**config.mk**
```make
export PLATFORM = sky130hd
export DESIGN_NAME = ninjakun_shbus_arb_flat
export DESIGN_NICKNAME = d
export VERILOG_FILES = /design/src/rtl/ninjakun_pkg.sv /design/src/rtl/ninjakun_shbus_arb_if.sv /design/src/rtl/ninjakun_rr2.sv /design/src/rtl/ninjakun_shbus_arb.sv /design/src/flat_wrapper.sv
export SDC_FILE = /design/constraint.sdc
export NUM_CORES = 1
export LEC_CHECK = 0
export CORE_UTILIZATION = 35
export DETAILED_ROUTE_END_ITERATION = 6
export PLACE_DENSITY_LB_ADDON = 0.25
export SYNTH_ARGS = -nofsm -noshare
export SYNTH_HDL_FRONTEND = slang
export SYNTH_HIERARCHICAL = 1
export SYNTH_SLANG_ARGS = --single-unit
```
**constraint.sdc**
```tcl
create_clock -name SHCLK -period 2.4 [get_ports SHCLK]
set_input_delay 0.48 -clock SHCLK [delete_from_list [all_inputs] [get_ports SHCLK]]
set_output_delay 0.48 -clock SHCLK [all_outputs]
set_load 0.02 [all_outputs]
```
**src/rtl/ninjakun_pkg.sv**
```systemverilog
// Shared types and constants for the Ninjakun shared-bus arbiter.
// Imported by the arbiter top.
package ninjakun_pkg;

  typedef enum logic [1:0] {
    IDLE,
    ACCESS,
    DONE
  } state_t;

  localparam int ACCLEN_MAX = 15;

  localparam logic [7:0] ID_RESET = 8'hFF;

endpackage

```
**src/rtl/ninjakun_shbus_arb_if.sv**
```systemverilog
// Two CPU request ports plus the shared I/O-video bus.
// slave: the arbiter side; master: the CPUs and bus device.
interface ninjakun_shbus_arb_if;

  logic        CP0REQ;
  logic [15:0] CP0AD;
  logic [7:0]  CP0OD;
  logic        CP0RD;
  logic        CP0WR;
  logic        CP0ACK;
  logic [7:0]  CP0ID;

  logic        CP1REQ;
  logic [15:0] CP1AD;
  logic [7:0]  CP1OD;
  logic        CP1RD;
  logic        CP1WR;
  logic        CP1ACK;
  logic [7:0]  CP1ID;

  logic [15:0] CPADR;
  logic [7:0]  CPODT;
  logic [7:0]  CPIDT;
  logic        CPRED;
  logic        CPWRT;
  logic        BUSY;

  modport slave (
    input  CP0REQ, CP0AD, CP0OD,
    input  CP0RD, CP0WR,
    output CP0ACK, CP0ID,
    input  CP1REQ, CP1AD, CP1OD,
    input  CP1RD, CP1WR,
    output CP1ACK, CP1ID,
    output CPADR, CPODT,
    output CPRED, CPWRT, BUSY,
    input  CPIDT
  );

  modport master (
    output CP0REQ, CP0AD, CP0OD,
    output CP0RD, CP0WR,
    input  CP0ACK, CP0ID,
    output CP1REQ, CP1AD, CP1OD,
    output CP1RD, CP1WR,
    input  CP1ACK, CP1ID,
    input  CPADR, CPODT,
    input  CPRED, CPWRT, BUSY,
    output CPIDT
  );

endinterface

```
**src/rtl/ninjakun_rr2.sv**
```systemverilog
// Two-way round-robin picker; the caller keeps the last-grant bit.
// On contention the port that was not granted last wins.
module ninjakun_rr2 (
  input  logic [1:0] i_req,
  input  logic       i_last,
  output logic       o_gnt_valid,
  output logic       o_gnt_id
);

  always_comb begin
    o_gnt_valid = |i_req;
    o_gnt_id    = 1'b0;
    if (i_req == 2'b11) begin
      o_gnt_id = ~i_last;
    end else begin
      o_gnt_id = i_req[1];
    end
  end

endmodule

```
**src/rtl/ninjakun_shbus_arb.sv**
```systemverilog
// Demand-driven round-robin arbiter sharing the I/O-video bus
// between the two Z80s: IDLE grant, ACCESS for ACCLEN cycles, DONE ack.
module ninjakun_shbus_arb #(
  parameter int ACCLEN = 2
) (
  input  logic               SHCLK,
  input  logic               RESET,
  ninjakun_shbus_arb_if.slave bus
);

  import ninjakun_pkg::*;

  localparam int CW = $clog2(ACCLEN_MAX + 1);
  localparam logic [CW-1:0] CNT_INIT = CW'(ACCLEN - 1);

  state_t        r_state;
  state_t        w_state_nx;
  logic          r_last;
  logic          r_gid;
  logic [CW-1:0] r_cnt;
  logic [15:0]   r_adr;
  logic [7:0]    r_odt;
  logic          r_red;
  logic          r_wrt;
  logic          r_busy;
  logic          r_ack0;
  logic          r_ack1;
  logic [7:0]    r_id0;
  logic [7:0]    r_id1;
  logic          w_gnt_valid;
  logic          w_gnt_id;

  ninjakun_rr2 u_rr2 (
    .i_req       ({bus.CP1REQ, bus.CP0REQ}),
    .i_last      (r_last),
    .o_gnt_valid (w_gnt_valid),
    .o_gnt_id    (w_gnt_id)
  );

  always_comb begin
    w_state_nx = r_state;
    unique case (r_state)
      IDLE:    if (w_gnt_valid) w_state_nx = ACCESS;
      ACCESS:  if (r_cnt == '0) w_state_nx = DONE;
      DONE:    w_state_nx = IDLE;
      default: w_state_nx = IDLE;
    endcase
  end

  always_ff @(posedge SHCLK) begin
    if (RESET) begin
      r_state <= IDLE;
      r_last  <= 1'b1;
      r_gid   <= 1'b0;
      r_cnt   <= '0;
      r_adr   <= '0;
      r_odt   <= '0;
      r_red   <= 1'b0;
      r_wrt   <= 1'b0;
      r_busy  <= 1'b0;
      r_ack0  <= 1'b0;
      r_ack1  <= 1'b0;
      r_id0   <= ID_RESET;
      r_id1   <= ID_RESET;
    end else begin
      r_state <= w_state_nx;
      r_busy  <= (w_state_nx != IDLE);
      r_ack0  <= 1'b0;
      r_ack1  <= 1'b0;
      unique case (r_state)
        IDLE: begin
          if (w_gnt_valid) begin
            r_last <= w_gnt_id;
            r_gid  <= w_gnt_id;
            r_cnt  <= CNT_INIT;
            r_adr  <= w_gnt_id ? bus.CP1AD : bus.CP0AD;
            r_odt  <= w_gnt_id ? bus.CP1OD : bus.CP0OD;
            r_red  <= w_gnt_id ? bus.CP1RD : bus.CP0RD;
            r_wrt  <= w_gnt_id ? bus.CP1WR : bus.CP0WR;
          end
        end
        ACCESS: begin
          // last bus cycle: capture, release the bus, ack next cycle
          if (r_cnt == '0) begin
            if (r_gid) r_id1 <= bus.CPIDT;
            else       r_id0 <= bus.CPIDT;
            r_adr  <= '0;
            r_odt  <= '0;
            r_red  <= 1'b0;
            r_wrt  <= 1'b0;
            r_ack0 <= ~r_gid;
            r_ack1 <= r_gid;
          end else begin
            r_cnt <= r_cnt - CW'(1);
          end
        end
        default: ;
      endcase
    end
  end

  assign bus.CPADR  = r_adr;
  assign bus.CPODT  = r_odt;
  assign bus.CPRED  = r_red;
  assign bus.CPWRT  = r_wrt;
  assign bus.BUSY   = r_busy;
  assign bus.CP0ACK = r_ack0;
  assign bus.CP1ACK = r_ack1;
  assign bus.CP0ID  = r_id0;
  assign bus.CP1ID  = r_id1;

endmodule

```
**src/flat_wrapper.sv**
```systemverilog
// flat-port wrapper written by rule: the top's interface ports become plain ports
module ninjakun_shbus_arb_flat import ninjakun_pkg::*;
#(
  parameter int ACCLEN = 2
)
  (SHCLK, RESET, bus_CP0REQ, bus_CP0AD, bus_CP0OD, bus_CP0RD, bus_CP0WR, bus_CP0ACK, bus_CP0ID, bus_CP1REQ, bus_CP1AD, bus_CP1OD, bus_CP1RD, bus_CP1WR, bus_CP1ACK, bus_CP1ID, bus_CPADR, bus_CPODT, bus_CPRED, bus_CPWRT, bus_BUSY, bus_CPIDT);
  ninjakun_shbus_arb_if bus_i ();
  input  logic SHCLK;
  input  logic RESET;
  input wire logic [$bits(bus_i.CP0REQ)-1:0] bus_CP0REQ;
  input wire logic [$bits(bus_i.CP0AD)-1:0] bus_CP0AD;
  input wire logic [$bits(bus_i.CP0OD)-1:0] bus_CP0OD;
  input wire logic [$bits(bus_i.CP0RD)-1:0] bus_CP0RD;
  input wire logic [$bits(bus_i.CP0WR)-1:0] bus_CP0WR;
  output wire logic [$bits(bus_i.CP0ACK)-1:0] bus_CP0ACK;
  output wire logic [$bits(bus_i.CP0ID)-1:0] bus_CP0ID;
  input wire logic [$bits(bus_i.CP1REQ)-1:0] bus_CP1REQ;
  input wire logic [$bits(bus_i.CP1AD)-1:0] bus_CP1AD;
  input wire logic [$bits(bus_i.CP1OD)-1:0] bus_CP1OD;
  input wire logic [$bits(bus_i.CP1RD)-1:0] bus_CP1RD;
  input wire logic [$bits(bus_i.CP1WR)-1:0] bus_CP1WR;
  output wire logic [$bits(bus_i.CP1ACK)-1:0] bus_CP1ACK;
  output wire logic [$bits(bus_i.CP1ID)-1:0] bus_CP1ID;
  output wire logic [$bits(bus_i.CPADR)-1:0] bus_CPADR;
  output wire logic [$bits(bus_i.CPODT)-1:0] bus_CPODT;
  output wire logic [$bits(bus_i.CPRED)-1:0] bus_CPRED;
  output wire logic [$bits(bus_i.CPWRT)-1:0] bus_CPWRT;
  output wire logic [$bits(bus_i.BUSY)-1:0] bus_BUSY;
  input wire logic [$bits(bus_i.CPIDT)-1:0] bus_CPIDT;
  assign bus_i.CP0REQ = bus_CP0REQ;
  assign bus_i.CP0AD = bus_CP0AD;
  assign bus_i.CP0OD = bus_CP0OD;
  assign bus_i.CP0RD = bus_CP0RD;
  assign bus_i.CP0WR = bus_CP0WR;
  assign bus_CP0ACK = bus_i.CP0ACK;
  assign bus_CP0ID = bus_i.CP0ID;
  assign bus_i.CP1REQ = bus_CP1REQ;
  assign bus_i.CP1AD = bus_CP1AD;
  assign bus_i.CP1OD = bus_CP1OD;
  assign bus_i.CP1RD = bus_CP1RD;
  assign bus_i.CP1WR = bus_CP1WR;
  assign bus_CP1ACK = bus_i.CP1ACK;
  assign bus_CP1ID = bus_i.CP1ID;
  assign bus_CPADR = bus_i.CPADR;
  assign bus_CPODT = bus_i.CPODT;
  assign bus_CPRED = bus_i.CPRED;
  assign bus_CPWRT = bus_i.CPWRT;
  assign bus_BUSY = bus_i.BUSY;
  assign bus_i.CPIDT = bus_CPIDT;
  ninjakun_shbus_arb #(.ACCLEN(ACCLEN)) u_core (.SHCLK(SHCLK), .RESET(RESET), .bus(bus_i));
endmodule
```
==> results of run 1 <==
[routing by layer]
| layer | vias up | GRT usage (%) | share of wire [%] |
|---|---|---|---|
| li1 | 1025 | - | - |
| met1 | 933 | 20.88 | 44 |
| met2 | 82 | 27.57 | 45 |
| met3 | 7 | 7.356 | 10 |
| met4 | 0 | 4.232 | 0.83 |
| met5 | - | 0 | 0 |
[flip-flops by register name (all words and copies together) (netlist names), 2 cells and up]
| signal | count |
|---|---|
| u_core/bus.CPADR | 16 |
| u_core/bus.CP0ID | 8 |
| u_core/bus.CP1ID | 8 |
| u_core/bus.CPODT | 8 |
| u_core/r_cnt | 4 |
| u_core/r_state | 2 |
[power by group through the flow]
stage               combinational, mW  sequential (mW)  clock (mW)
floorplan                       0.385             1.19           0
global route                    0.935             1.10       0.562
finish                          0.865             1.08       0.505
global placement                0.863             1.09           0
CTS                             0.874             1.08       0.532
detailed placement              0.871             1.10           0
[cells by family (layout without fill, tap and decap cells)]
group           count (synthesis)  count (layout)  synth area share [%]
compound gates                 39              39                 14.00
fa+ha+maj                       2               2                 1.093
buf+inv                        44             145                 7.545
flops                          53              53                 46.36
mux                            42              42                 18.37
simple gates                   53              53                 12.63
[cell usage in the layout, fill, tap and decap left out, drive strengths merged, types with 3 or more instances in the layout]
cell,Yosys,routed
a21oi,4,4
buf,6,5
clkbuf,12,6
clkdlybuf4s50,0,107
dfxtp,53,53
inv,26,26
mux2i,42,42
nand2,3,3
nand2b,5,5
nor2,26,26
nor3,4,4
o32ai,26,26
or3,3,3
[worst max-delay path: cells and delay by family (launching register included)]
kind	cells	cell delay (ps)
and+or+nand+nor	2	870
adders and majority gates	1	210
buffers and inverters	1	100
DFF	1	330
muxes	1	250
[path summary, 6_finish.rpt]
kind | startpoint | endpoint | slack, ps | cells after the start
hold / removal | u_core/r_cnt[0]$_SDFFE_PP0P_ | u_core/r_cnt[0]$_SDFFE_PP0P_ | 480 | 1
setup / recovery | u_core/r_cnt[0]$_SDFFE_PP0P_ | u_core/bus.CP1ID[1]$_SDFFE_PP1P_ | 510 | 5
setup reg to reg | u_core/r_cnt[0]$_SDFFE_PP0P_ | u_core/bus.CP1ID[1]$_SDFFE_PP1P_ | 510 | 5
hold reg to reg | u_core/r_cnt[0]$_SDFFE_PP0P_ | u_core/r_cnt[0]$_SDFFE_PP0P_ | 480 | 1
[stage by stage]
step                      hold WS (ps)  std cells  cell area, um^2  setup WS [ps]  total power [mW]
final                            477.3        411             3530          511.4             2.447
after global routing             501.1        411             3530          289.5             2.592
after CTS                        477.5        411             3530          501.0             2.482
after detailed placement         464.6        404             3440          253.2             1.967
after global placement           460.2        404             3440          294.8             1.954
after floorplan                  437.5        233             2288          690.5             1.579
[area by class of cell]
cell class              instances  area (um^2)
fillers                       597         2784
repair buffers                112         1119
well taps                      77        96.34
inverters                      26        97.59
clock inverters                 1        7.507
multi-input cells             136         1066
clock buffers                   6        82.58
flip-flops and latches         53         1061
==> flow_summary_export.csv, run 1 <==
group,metric,value,unit
die,io_pins,109,
clock_network,cts-buffers-inserted,5,
drt,antenna_left,0,
clock_network,cts.sinks,53,
grt,grt_pass1_vias,2007,
finish,diodes,0,
yosys,synth_top_area_share,46.36,%
yosys,ys_async_sr_fraction,0,%
sta,slew_headroom,58.02,%
power_and_ir_drop,ir_drop,353.1,uV
sta,setup_viol,0,
drt,first_pass_iters,4,
yosys,ys_top_cells_by_count,"dfxtp_1, mux2i_1, inv_1, nor2_1, o32ai_1",
grt,grt_pass1_wl,9597,um
sta,fin_skew,7.479,ps
sta,maxSlewViolCount,0,
sta,finalHoldViolations,0,
finish,drive_gt1_share,4.790,%
die,die_area,6866,um^2
worst_setup_path,max_stage_delay,530,ps
die,die_h,82.86,um
die,initial_core_util,36.25,%
drt,via_count,2047,
clock_network,cts-htree-levels,2,
power_and_ir_drop,leakage,1.345,nW
worst_setup_path,crit_path_end_kind,"flip-flop",
grt,overflow,0,
drt,viasPerCell,4.981,
place,place_congestion,0.8198,
sta,fmax,529.5,MHz
yosys,yosysMostFrequentCell,"dfxtp_1",
power_and_ir_drop,p_clk_share,20.7,%
yosys,synthesis.nets,299,
die,num_rows,29,
power_and_ir_drop,comb_power_share,35.4,%
yosys,syn-cell-area,2288,um^2
worst_setup_path,arrival,2050,ps
drt,post_drt_wl_per_cell,13.99,um
status,status,"complete, no violations",
worst_hold_path,hp-class,"reg -> reg",
sta,min_period,1889,ps
yosys,post_synth.cell_area_avg,9.822,um^2
power_and_ir_drop,switchingPower,0.7877,mW
place,dpl.hpwl,4197,um
worst_setup_path,crit_path_top_delay_cell,"nand3_1",
finish,nNetsFinal,400,
grt,grt_antenna_before_repair,0,
worst_setup_path,worstSetupPathType,"reg -> reg",
clock_network,clk_pin_slew,80,ps
worst_setup_path,start_kind,"flip-flop",
grt,grt_max_degree,37,
finish,areaGrowthSynthToFinish,54.24,%
grt,track_usage,17.06,%
sta,fin_crit_sh,78.69,%
clock_network,cts_tree,"built",
die,die_x,82.86,um
yosys,ys_top_cells_by_area,"dfxtp_1, mux2i_1, o32ai_1",
worst_setup_path,required,2570,ps
yosys,synthFlopType,"dfxtp_1",
sta,tightest_slew,627.9,ps
clock_network,cts_resized,0,
clock_network,ctsHoldBuffers,0,
power_and_ir_drop,seqPwrFrac,44.0,%
yosys,yosysWarnings,6,
yosys,ys_seq_area_share,46.36,%
worst_setup_path,worstPathMaxFanout,9,
drt,totalWireLength,5749,um
power_and_ir_drop,p_int,1.659,mW
sta,fin_tns_setup,0,ps
sta,rsz0062_at_grt,"no",
power_and_ir_drop,pwr_density_cell,693.1,nW/um^2
job,cap_violations,0,
finish,utilization,55.91,%
yosys,synth.distinct_cells,33,
clock_network,cts_setup_buffers,0,
yosys,synth_largest_area_cell,"dfxtp_1",
place,io_buffers,108,
yosys,synth_edf_count,0,
worst_setup_path,crit_path_cell_trace,"inv_1, ha_1, nor3b_1, nand3_1, mux2i_1",
power_and_ir_drop,switching_share,32.20,%
clock_network,cts_root_buf,"clkbuf_8",
drt,drt_iter0_markers,57,
die,core,6314,um^2
clock_network,clockBufferDepth,2,
drt,drc_errors,0,
yosys,synth-seq-cells,53,
yosys,syn_inst,233,
clock_network,clock_latency,300,ps
Note: power is estimated with default switching activity, not from simulation.
==> run 2: changes to the inputs <==
==> constraint.sdc (replaced) <==
create_clock -name SHCLK -period 1.7 [get_ports SHCLK]
set_input_delay 0.34 -clock SHCLK [delete_from_list [all_inputs] [get_ports SHCLK]]
set_output_delay 0.34 -clock SHCLK [all_outputs]
set_load 0.02 [all_outputs]
==> run 2 against run 1 <==
Power rose by 45%. Sequential power rose by 42%. Register-to-register slack got worse by 430 ps. Non-clock buffer count rose by 9. Critical path depth did not move. Flip-flop and latch count did not move. Combinational power rose by 58%. Sequential share of layout area fell by 0.94 points. Wire length rose by 2.1%. Largest cell class unchanged.
==> flow_summary_export.csv, run 2 (same netlist as run 1, synthesis figures left out) <==
group,metric,value,unit
sta,fmax,612.9,MHz
finish,largest_register_ffs,16,
sta,tightest_slew,368.4,ps
worst_setup_path,critPathLaunch,"bus_CP0REQ",
finish,diodes,0,
power_and_ir_drop,seqPwrFrac,43.0,%
sta,slew_headroom,75.44,%
clock_network,cts_setup_buffers,0,
place,place_congestion,0.7847,
power_and_ir_drop,leakage,1.401,nW
sta,fin_worst_hold_slack,476.3,ps
drt,first_pass_iters,4,
finish,final_cell_mix,"clkdlybuf4s50_1, dfxtp_1, mux2i_1",
sta,rsz0062_at_grt,"no",
worst_setup_path,required,1910,ps
worst_setup_path,arrival,1840,ps
drt,totalWireLength,5871,um
place,dpl.hpwl,4290,um
drt,via_count,2080,
place,io_buffers,108,
clock_network,ctsHoldBuffers,0,
clock_network,cts-buffers-inserted,5,
power_and_ir_drop,switchingPower,1.122,mW
die,num_rows,29,
die,initial_core_util,36.25,%
drt,drt_iter0_markers,82,
worst_setup_path,worstPathMaxFanout,5,
power_and_ir_drop,comb_power_share,38.6,%
die,die_area,6866,um^2
job,cap_violations,0,
sta,min_period,1631,ps
sta,fin_crit_sh,95.97,%
worst_setup_path,start_kind,"input port",
grt,grt_pass1_vias,2046,
sta,fin_skew,4.945,ps
drt,drc_errors,0,
status,status,"complete, no violations",
grt,grt_pass1_wl,9611,um
place,dp_slack,-281.5,ps
finish,final_common_cell,"clkdlybuf4s50_1",
die,core,6314,um^2
worst_setup_path,crit_path_end_kind,"flip-flop",
clock_network,clock_latency,290,ps
clock_network,cts.sinks,53,
finish,areaGrowthSynthToFinish,59.60,%
clock_network,cts_root_buf,"clkbuf_8",
power_and_ir_drop,ir_drop,554.7,uV
sta,postLayoutSetupSlackWorst,68.53,ps
drt,antenna_left,0,
clock_network,clockBufferDepth,2,
power_and_ir_drop,switching_share,31.60,%
power_and_ir_drop,p_clk_share,18.4,%
clock_network,clk_pin_slew,90,ps
grt,grt_antenna_before_repair,0,
grt,overflow,0,
grt,grt_max_degree,39,
worst_hold_path,hp-start,"u_core/bus.CPADR[5]$_SDFFE_PP0P_",
grt,track_usage,16.84,%
clock_network,cts_tree,"built",
sta,finalHoldViolations,0,
worst_setup_path,worstSetupPathType,"in -> reg",
die,io_pins,109,
drt,post_drt_wl_per_cell,13.95,um
die,die_x,82.86,um
sta,setup_viol,0,
power_and_ir_drop,pwr_density_cell,971.8,nW/um^2
clock_network,cts-htree-levels,2,
finish,nNetsFinal,409,
drt,viasPerCell,4.941,
worst_hold_path,hp-class,"reg -> reg",
die,die_h,82.86,um
power_and_ir_drop,p_int,2.428,mW
power_and_ir_drop,power,3.549,mW
sta,maxSlewViolCount,0,
worst_setup_path,timing.rr.start,"u_core/r_cnt[0]$_SDFFE_PP0P_",
finish,drive_gt1_share,9.302,%
-- run 2: cell count changes in the layout (fill, tap and decap cells not counted), moves of 2 or more --
cell	delta
buf_4	+6
buf_12	+3
clkbuf_1	+3
dfxtp_1	-2
dfxtp_2	+2
inv_1	-2
inv_2	+2
or3b_1	-2
or3b_4	+2
-- run 2: routing by layer --
layer / share of wire [%] / track usage, % / vias to the layer above / wire length [um]
met5: 0 / 0 / - / 0
met4: 0.68 / 3.918 / 0 / 40
met3: 9.5 / 6.262 / 4 / 557
met2: 45 / 26.68 / 88 / 2655
met1: 45 / 21.76 / 947 / 2617
li1: - / - / 1041 / -
-- run 2: final timing paths --
| check | end | slack [ps] | cells after the start |
|---|---|---|---|
| max | u_core/r_cnt[3]$_SDFFE_PP0P_ | 70 | 5 |
| min | u_core/bus.CPADR[5]$_SDFFE_PP0P_ | 480 | 2 |
| max reg2reg | u_core/bus.CP0ID[1]$_SDFFE_PP1P_ | 80 | 6 |
| min reg2reg | u_core/bus.CPADR[5]$_SDFFE_PP0P_ | 480 | 2 |
-- run 2: stage by stage --
stage	cells	util [%]	setup TNS, ps	cell area [um^2]
floorplan	233	-	0	2288
global route	421	57.85	0	3652
detailed placement	413	56.14	-5549	3545
global placement	413	56.14	-4936	3545
finish	421	57.85	0	3652
CTS	421	57.45	0	3627
-- run 2: worst max-delay path, stage by stage --
cell             delay [ps]
clkdlybuf4s50_1         520
or2_4                   160
o21bai_1                110
or4_1                   480
a211oi_1                220
-- run 2: cell type report --
type / count / area [um^2]
clock buffer: 8 / 80.08
multi-input combinational: 136 / 1091
inverter: 26 / 97.59
timing repair buffer: 121 / 1224
sequential: 53 / 1064
tap: 77 / 96.34
fill: 572 / 2661
-- run 2: timing repair --
item                                    in CTS  in global routing
resized for setup                            1                  9
endpoints found under the setup margin       1                 10
pin swaps                                    0                  2
gates cloned                                 0                  0
-- run 2: power by group through the flow --
stage | clock, mW | combinational [mW] | sequential, mW
4_1_cts | 0.692 | 1.35 | 1.52
3_3_place_gp | 0 | 1.33 | 1.54
2_1_floorplan | 0 | 0.544 | 1.69
5_1_grt | 0.731 | 1.47 | 1.55
3_5_place_dp | 0 | 1.34 | 1.55
6_report | 0.653 | 1.37 | 1.53
